===== config.mk =====
export PLATFORM = sky130hd
export DESIGN_NAME = pwm_capture
export DESIGN_NICKNAME = d
export VERILOG_FILES = /design/src/rtl/pwm_capture.sv
export SDC_FILE = /design/constraint.sdc
export NUM_CORES = 1
export LEC_CHECK = 0
export ABC_AREA = 1
export ABC_CLOCK_PERIOD_IN_PS = 5400
export BUFFER_PORTS_ARGS = -buffer_cell sky130_fd_sc_hd__buf_2
export CORE_ASPECT_RATIO = 2
export CORE_MARGIN = 1.5
export CORE_UTILIZATION = 59
export CTS_BUF_LIST = sky130_fd_sc_hd__clkbuf_4 sky130_fd_sc_hd__clkbuf_8
export DETAILED_ROUTE_END_ITERATION = 8
export GPL_ROUTABILITY_DRIVEN = 0
export PLACE_DENSITY = 0.89
export SETUP_SLACK_MARGIN = 0.1
export SYNTH_ARGS = -nofsm -noshare
export SYNTH_HDL_FRONTEND = slang
export SYNTH_SLANG_ARGS = --single-unit

===== constraint.sdc =====
create_clock -name clk -period 5.4 [get_ports clk]
set_clock_uncertainty 0.1 [all_clocks]
set_input_delay 1.08 -clock clk [delete_from_list [all_inputs] [get_ports clk]]
set_output_delay 1.08 -clock clk [all_outputs]
set_load 0.01 [all_outputs]

===== src/rtl/pwm_capture.sv =====
// pwm_capture: measures an incoming PWM waveform in units of `step` ticks.
//   Parameter N : nominal PWM resolution; counters/outputs are N+1 bits wide.
//   clk         : single clock
//   rst         : asynchronous active-low reset
//   ena         : measurement enable (low => idle, counters cleared, outputs hold)
//   step        : sample strobe; input sampled and counters advance only here
//   pwm_in      : asynchronous PWM input (2-flop synchronized)
//   period      : last period, rising edge to rising edge, in steps
//   high_time   : last high time in steps
//   valid       : one-cycle pulse whenever period/high_time/stuck flags update
//   stuck_hi/lo : input held constant 1/0 for at least MAX steps
module pwm_capture #(
  parameter int N = 8
) (
  input  logic       clk,
  input  logic       rst,
  input  logic       ena,
  input  logic       step,
  input  logic       pwm_in,
  output logic [N:0] period,
  output logic [N:0] high_time,
  output logic       valid,
  output logic       stuck_hi,
  output logic       stuck_lo
);

  localparam logic [N:0] MAX    = '1;
  localparam logic [N:0] ONE    = {{N{1'b0}}, 1'b1};
  localparam logic [N:0] MAX_M1 = MAX - ONE;

  typedef enum logic [1:0] {IDLE = 2'd0, HIGH = 2'd1, LOW = 2'd2} state_e;

  state_e     state_q, state_d;
  logic       sync_q, smp_q;
  logic       last_q, last_d;
  logic [N:0] per_q, per_d, hi_q, hi_d;
  logic [N:0] period_q, period_d, high_q, high_d;
  logic       valid_q, valid_d, shi_q, shi_d, slo_q, slo_d;
  logic       rise, fall, edge_seen, timeout;

  function automatic logic [N:0] sat_inc(input logic [N:0] x);
    return (x == MAX) ? MAX : x + ONE;
  endfunction

  assign rise = smp_q & ~last_q;
  assign fall = ~smp_q & last_q;

  always_comb begin
    state_d   = state_q;
    per_d     = per_q;
    hi_d      = hi_q;
    period_d  = period_q;
    high_d    = high_q;
    shi_d     = shi_q;
    slo_d     = slo_q;
    valid_d   = 1'b0;
    // last tracks smp on every step, even while disabled, so a level that is
    // already high when ena rises is not mistaken for a rising edge
    last_d    = step ? smp_q : last_q;
    edge_seen = 1'b0;
    timeout   = 1'b0;

    if (!ena) begin
      state_d = IDLE;
      per_d   = '0;
      hi_d    = '0;
    end else if (step) begin
      // only edges that move the FSM count; a rise beats a simultaneous timeout
      edge_seen = rise | ((state_q == HIGH) & fall);
      // In IDLE a saturated per_cnt means the timeout already fired; elsewhere
      // per_cnt can sit at MAX only after a fall landed on the last count.
      timeout   = !edge_seen &&
                  ((per_q == MAX_M1) || ((per_q == MAX) && (state_q != IDLE)));

      unique case (state_q)
        IDLE: begin
          if (rise) begin
            state_d = HIGH;
            per_d   = ONE;
            hi_d    = ONE;
          end else begin
            per_d = sat_inc(per_q);
          end
        end
        HIGH: begin
          per_d = sat_inc(per_q);
          if (fall) state_d = LOW;
          else      hi_d    = sat_inc(hi_q);
        end
        LOW: begin
          if (rise) begin
            period_d = per_q;
            high_d   = hi_q;
            valid_d  = 1'b1;
            shi_d    = 1'b0;
            slo_d    = 1'b0;
            state_d  = HIGH;
            per_d    = ONE;
            hi_d     = ONE;
          end else begin
            per_d = sat_inc(per_q);
          end
        end
        default: state_d = IDLE;
      endcase

      if (timeout) begin
        state_d  = IDLE;
        per_d    = MAX;
        hi_d     = '0;
        period_d = MAX;
        high_d   = smp_q ? MAX : '0;
        shi_d    = smp_q;
        slo_d    = ~smp_q;
        valid_d  = 1'b1;
      end
    end
  end

  always_ff @(posedge clk or negedge rst) begin
    if (!rst) begin
      sync_q   <= 1'b0;
      smp_q    <= 1'b0;
      last_q   <= 1'b0;
      state_q  <= IDLE;
      per_q    <= '0;
      hi_q     <= '0;
      period_q <= '0;
      high_q   <= '0;
      valid_q  <= 1'b0;
      shi_q    <= 1'b0;
      slo_q    <= 1'b0;
    end else begin
      sync_q   <= pwm_in;
      smp_q    <= sync_q;
      last_q   <= last_d;
      state_q  <= state_d;
      per_q    <= per_d;
      hi_q     <= hi_d;
      period_q <= period_d;
      high_q   <= high_d;
      valid_q  <= valid_d;
      shi_q    <= shi_d;
      slo_q    <= slo_d;
    end
  end

  assign period    = period_q;
  assign high_time = high_q;
  assign valid     = valid_q;
  assign stuck_hi  = shi_q;
  assign stuck_lo  = slo_q;

endmodule


==> flow_summary.toml, run 1 <==
[yosys]
synth.avg_cell_area_um2 = 7.695
synth_cell_types = 26
yosysSeqAreaShare_pct = 46.61
synth_nets = 315
netlist_area_um2 = 2362
ys_ff_latch = 44
yosysWarnings = 0
synth_cells = 307

[floorplanning]
die_h_um = 92.49
start_util_pct = 61.46
coreArea_um2 = 3844
io_pins = 26
dieArea_um2 = 4415
rows = 32
die_w_um = 47.74

[route]
avgRoutedWirePerCell_um = 13.95
drcViolationCount = 0
routed_via_density = 5.408
routed-via-count = 2082
drtIter0Drc = 67
drt-total-wl_um = 5372
first_pass_iters = 4
ant_nets = 0

[setup_path]
r2r_start = "per_q[0]"
rr_worst_depth = 11
cp.required_ns = 5.55
r2r_end = "period[7]"
r2r_setup_slack_ns = 2.74
crit_type = "register to register"
cp.arrival_ns = 2.80
worstPathMaxFanout = 30
start_kind = "register"
end_kind = "register"

[clock_network]
cts_sinks = 44
root_buffer = "clkbuf_8"
cts-resized-gates = 0
cts.clk_slew.worst_paths_ns = 0.09
cts_setup_buffers = 0
cts_hold_buf = 0
cts_tree = "built"
cts_buffers = 5
clockBufferDepth = 2
insertion_delay_ns = 0.31
htreeDepth = 2

[cells_and_area]
final_layout_size_suffix_gt1_share_pct = 14.97
nNetsFinal = 341
final_common_cell = "nand2_1"
ff_latch_area_um2 = 1101
diodes = 0
design_area_um2 = 2620
n_fill_cell = 345
fin_util_pct = 68.16
final_cell_mix = "112 x nand2_1, 44 x dfrtp_1, 29 x inv_1, 26 x o21ai_0, 25 x buf_2"
areaGrowthSynthToFinish_pct = 10.91
multiInputGateArea_um2 = 1101
instances_no_fill = 385

[timing]
tightest_slew_ns = 0.9665
period_minus_slack_ns = 2.657
fin_crit_sh_pct = 49.21
setup_viol = 0
rsz0062_at_grt = "false"
drv_slew = 0
fmax_ghz = 0.3763
fin_setup_tns_ns = 0
whs_ns = 0.2588
max-slew-margin-rel_pct = 35.57
hold_viol = 0
timing.final.ws_setup_ns = 2.743

[power]
clkPwrFrac_pct = 37.2
powerDensity_nw_per_um2 = 267.3
power_switching_share_pct = 27.15
p_int_mw = 0.5102
comb_power_share_pct = 11.7
totalPowerFinal_mw = 0.7004
ir_worst_vdd_mv = 0.1723
p_sw_mw = 0.1901
p_leak_nw = 1.467
p_seq_share_pct = 51.1

[min_path]
hold_start = "sync_q"
hp-class = "register to register"
whs_path_depth = 0
min_to = "smp_q"

[global_routing]
grt_pass1_vias = 1986
grt-ovfl-total = 0
antenna_found_initial = 0
grt_max_degree = 45
grt_pass1_wl_um = 9018
track_usage_pct = 28.04

[placement]
pre_cts_ws_ns = 2.876
placedCellCount = 377
port_buffers = 25
hpwl_um = 3785
place_area_um2 = 2504

[outcome]
status = "completed"

[flow_run]
cap_viol_max_count = 0
-- flip-flops by register name, indices dropped and copies added (netlist names), 2 cells and up --
| register | cells |
|---|---|
| hi_q | 9 |
| high_time | 9 |
| per_q | 9 |
| period | 9 |
| state_q | 2 |
-- Yosys cell counts (all sizes together) --
| master | n | area (µm²) |
|---|---|---|
| o21ai | 28 | 140.1 |
| o21bai | 9 | 67.56 |
| dfrtp | 44 | 1101 |
| ha | 3 | 37.54 |
| nor2 | 26 | 126.4 |
| nand4 | 5 | 31.28 |
| inv | 30 | 112.6 |
| xnor2 | 1 | 8.760 |
| a21oi | 11 | 55.05 |
| or2 | 2 | 12.51 |
| clkbuf | 1 | 5.000 |
| xor2 | 3 | 26.28 |
| nor3 | 3 | 15.01 |
| nand2 | 120 | 490.5 |
| buf | 5 | 42.53 |
| nand3 | 16 | 90.09 |
-- how the worst max path moves through the flow --
stage / from / endpoint / cells after the start / slack [ns]
5_1_grt: per_q[0] / period[7] / 11 / 2.49
3_3_place_gp: ena / hi_q[7] / 7 / 2.98
3_5_place_dp: per_q[0] / period[7] / 11 / 2.88
4_1_cts: per_q[0] / period[7] / 11 / 2.79
2_1_floorplan: ena / state_q[1] / 6 / 3.26
6_report: per_q[0] / period[7] / 11 / 2.74
-- power groups by stage --
| stage | Sequential (mW) | Combinational [mW] | Clock, mW |
|---|---|---|---|
| global placement | 0.364 | 0.0785 | 0 |
| global route | 0.360 | 0.0931 | 0.273 |
| CTS | 0.358 | 0.0825 | 0.266 |
| detailed placement | 0.364 | 0.0809 | 0 |
| finish | 0.358 | 0.0821 | 0.261 |
| floorplan | 0.366 | 0.0489 | 0 |
-- kinds of logic (layout without fill, tap and decap cells) --
kind of cell | Yosys count | in the layout | synth area share, %
and+or+nand+nor | 172 | 172 | 32.41
AOI/OAI and AO/OA | 48 | 48 | 11.12
DFF | 44 | 44 | 46.61
buffers and inverters | 36 | 63 | 6.779
xor gates and xnor gates | 4 | 4 | 1.483
adders and majority gates | 3 | 3 | 1.589
-- per-layer routing --
layer | part of all wire, % | vias up | global-route usage (%)
met1 | 36 | 962 | 31.01
li1 | - | 1028 | -
met2 | 56 | 75 | 46.78
met5 | 0 | - | 0
met3 | 4.5 | 17 | 5.263
met4 | 3.7 | 0 | 15.32
-- critical path, stage by stage, from the launching register on --
cell and delay [ns]:
dfrtp_1 0.44, ha_1 0.22, nand2_2 0.08, nor2_2 0.19
nand4_1 0.12, nand2_1 0.13, nand2_4 0.12, nand2_2 0.10
nand3_2 0.42, inv_1 0.47, nand2_1 0.11, nand2_1 0.09
-- final cells by class --
class / instances / area share, %
Clock buffer: 5 / 2.627
Clock inverter: 3 / 1.815
Inverter: 30 / 4.298
Multi-Input combinational cell: 227 / 42.03
Sequential cell: 44 / 42.03
Tap cell: 51 / 2.436
Timing Repair Buffer: 25 / 4.776
No activity file was read; power rests on OpenSTA's default activity.
==> inputs of run 2 (changes only) <==
--- a/config.mk
+++ b/config.mk
@@ -5,8 +5,8 @@
 export SDC_FILE = /design/constraint.sdc
 export NUM_CORES = 1
 export LEC_CHECK = 0
-export ABC_AREA = 1
-export ABC_CLOCK_PERIOD_IN_PS = 5400
+export ABC_AREA = 0
+export ABC_CLOCK_PERIOD_IN_PS = 2600
 export BUFFER_PORTS_ARGS = -buffer_cell sky130_fd_sc_hd__buf_2
 export CORE_ASPECT_RATIO = 2
 export CORE_MARGIN = 1.5
==> constraint.sdc (replaced) <==
create_clock -name clk -period 2.6 [get_ports clk]
set_clock_uncertainty 0.1 [all_clocks]
set_input_delay 0.52 -clock clk [delete_from_list [all_inputs] [get_ports clk]]
set_output_delay 0.52 -clock clk [all_outputs]
set_load 0.01 [all_outputs]
==> run 2 against run 1 <==
Effect of this change: maximum frequency grew 14%; non-clock buffer count rose by 9; utilization rose by 1.1 points; highest routed layer unchanged; area after synthesis decreased by 1.9%; largest cell class is now multi-input gates; sequential power is 100% higher; critical path depth decreased by 3.
==> flow_summary.toml, run 2 <==
[route]
drt-total-wl_um = 5265
drtIter0Drc = 99
routed-via-count = 1932
ant_nets = 0
first_pass_iters = 4
routed_via_density = 6.314
drcViolationCount = 0
avgRoutedWirePerCell_um = 17.21

[global_routing]
grt_pass1_wl_um = 8804
grtUsageMet2_pct = 46.06
grt_pass1_vias = 1978
busiest_layer = "met2"
antenna_found_initial = 0
grt_max_degree = 24
grt_util_met3_pct = 6.890
grt-ovfl-total = 0
track_usage_pct = 28.05
use_met1_pct = 29.86

[cells_and_area]
fin_util_pct = 69.24
nNetsFinal = 262
areaGrowthSynthToFinish_pct = 13.66
diodes = 0
final_cell_mix = "44 x dfrtp_1, 26 x a21oi_1, 25 x buf_2, 20 x nand2_1, 15 x nand3_1"
final_common_cell = "dfrtp_1"
n_fill_cell = 287
final_layout_size_suffix_gt1_share_pct = 21.57

[yosys]
yosysWarnings = 0
synth_nets = 235
synthArstFlopShare_pct = 100.0
ys.flop_type = "dfrtp_1"
synth.avg_cell_area_um2 = 10.21
synth_cells = 227
synth_cell_types = 51
yosysSeqAreaShare_pct = 47.52
netlist_area_um2 = 2317
synth_edf_count = 0
ys_ff_latch = 44
synthDominantCellAreaShare_pct = 47.52
synthTopCellsByCount = "44 x dfrtp_1, 26 x a21oi_1, 20 x nand2_1, 15 x nand3_1"
synthTopCellsByArea = "dfrtp_1 48%, a21oi_1 5.6%, mux2_1 4.9%"
synth_most_common_cell = "dfrtp_1"
yosys.area.top_type = "dfrtp_1"

[timing]
rsz0062_at_grt = "false"
whs_ns = 0.02530
hold_viol = 0
fin_setup_tns_ns = 0
fin_crit_sh_pct = 89.67
tightest_slew_ns = 0.4330
setup_viol = 0
period_minus_slack_ns = 2.331
max-slew-margin-rel_pct = 71.13
fmax_ghz = 0.4289
drv_slew = 0

[floorplanning]
die_h_um = 91.63
io_pins = 26
rows = 32
coreArea_um2 = 3804
dieArea_um2 = 4335
die_w_um = 47.32
start_util_pct = 60.92

[setup_path]
path_cells = "inv_1 -> ha_1 -> nor2_1 -> nor4b_4 -> nand2_2 -> a21oi_4 -> buf_12 -> mux2_1"
cp.required_ns = 2.70
start_kind = "register"
r2r_setup_slack_ns = 0.27
crit_type = "register to register"
cp.arrival_ns = 2.43
cpMaxStageDelayCell = "dfrtp_1"
critical-path-max-stage-delay_ns = 0.44
end_kind = "register"
worstPathMaxFanout = 21

[power]
totalPowerFinal_mw = 1.439
p_leak_nw = 1.299
ir_worst_vdd_mv = 0.4346
powerDensity_nw_per_um2 = 546.2

[clock_network]
cts_sinks = 44
root_buffer = "clkbuf_8"
clockBufferDepth = 2
cts.clk_slew.worst_paths_ns = 0.09
cts_tree = "built"
cts-resized-gates = 0
cts_buffers = 5
cts_setup_buffers = 0
htreeDepth = 2
cts_hold_buf = 0
insertion_delay_ns = 0.32

[flow_run]
cap_viol_max_count = 0

[outcome]
status = "completed"

[placement]
port_buffers = 25
hpwl_um = 3757

[min_path]
hp-class = "primary input to asynchronous set/reset pin"
==> run 2: area by class of cell <==
cell class	count	area, µm²	share of cell area [%]
multi-input cells	159	1111	42.19
flip-flops and latches	44	1101	41.81
repair buffers	34	205.2	7.791
clock buffers	5	68.82	2.613
well taps	51	63.81	2.423
clock inverters	3	46.29	1.758
inverters	10	37.54	1.425
==> run 2: cells by family after synthesis <==
logic type / count (synthesis) / share of synthesized area, %
xor gates and xnor gates: 2 / 0.7561
and+or+nand+nor: 69 / 16.31
buffers and inverters: 24 / 4.536
AOI/OAI and AO/OA: 64 / 19.55
DFF: 44 / 47.52
muxes: 21 / 9.719
adders and majority gates: 3 / 1.620
==> run 2: final timing paths <==
kind | startpoint | end | depth (start not counted)
max | per_q[0] | period[0] | 8
min | rst | period[5] | 1
max reg2reg | per_q[0] | period[0] | 8
min reg2reg | sync_q | smp_q | 0
max in group asynchronous | rst | high_time[5] | 2
min in group clk | pwm_in | sync_q | 1
==> run 2: power by group <==
part	switching, mW	internal [mW]
sequential	0.0213	0.708
clock	0.260	0.290
combinational	0.0995	0.0598
==> run 2: critical path: cells and delay by family (launching register included) <==
| family | cells | cell delay (ns) |
|---|---|---|
| muxes | 1 | 0.35 |
| DFF | 1 | 0.44 |
| and+or+nand+nor | 3 | 0.62 |
| buffers and inverters | 2 | 0.30 |
| adders and majority gates | 1 | 0.21 |
| AOI/OAI and AO/OA | 1 | 0.18 |
==> run 2: per-stage QoR <==
step                std cells  area, µm²  worst slack, ns
detailed placement        298       2519           0.3062
global route              306       2634           0.1015
finish                    306       2634           0.2685
global placement          298       2519           0.3957
floorplan                 227       2317           0.2955
CTS                       306       2634           0.2785
==> run 2: layer usage <==
layer | wire, µm | vias to the layer above
met1 | 1919 | 965
met2 | 2953 | 62
met5 | 0 | -
met4 | 218 | 0
met3 | 174 | 25
li1 | - | 880
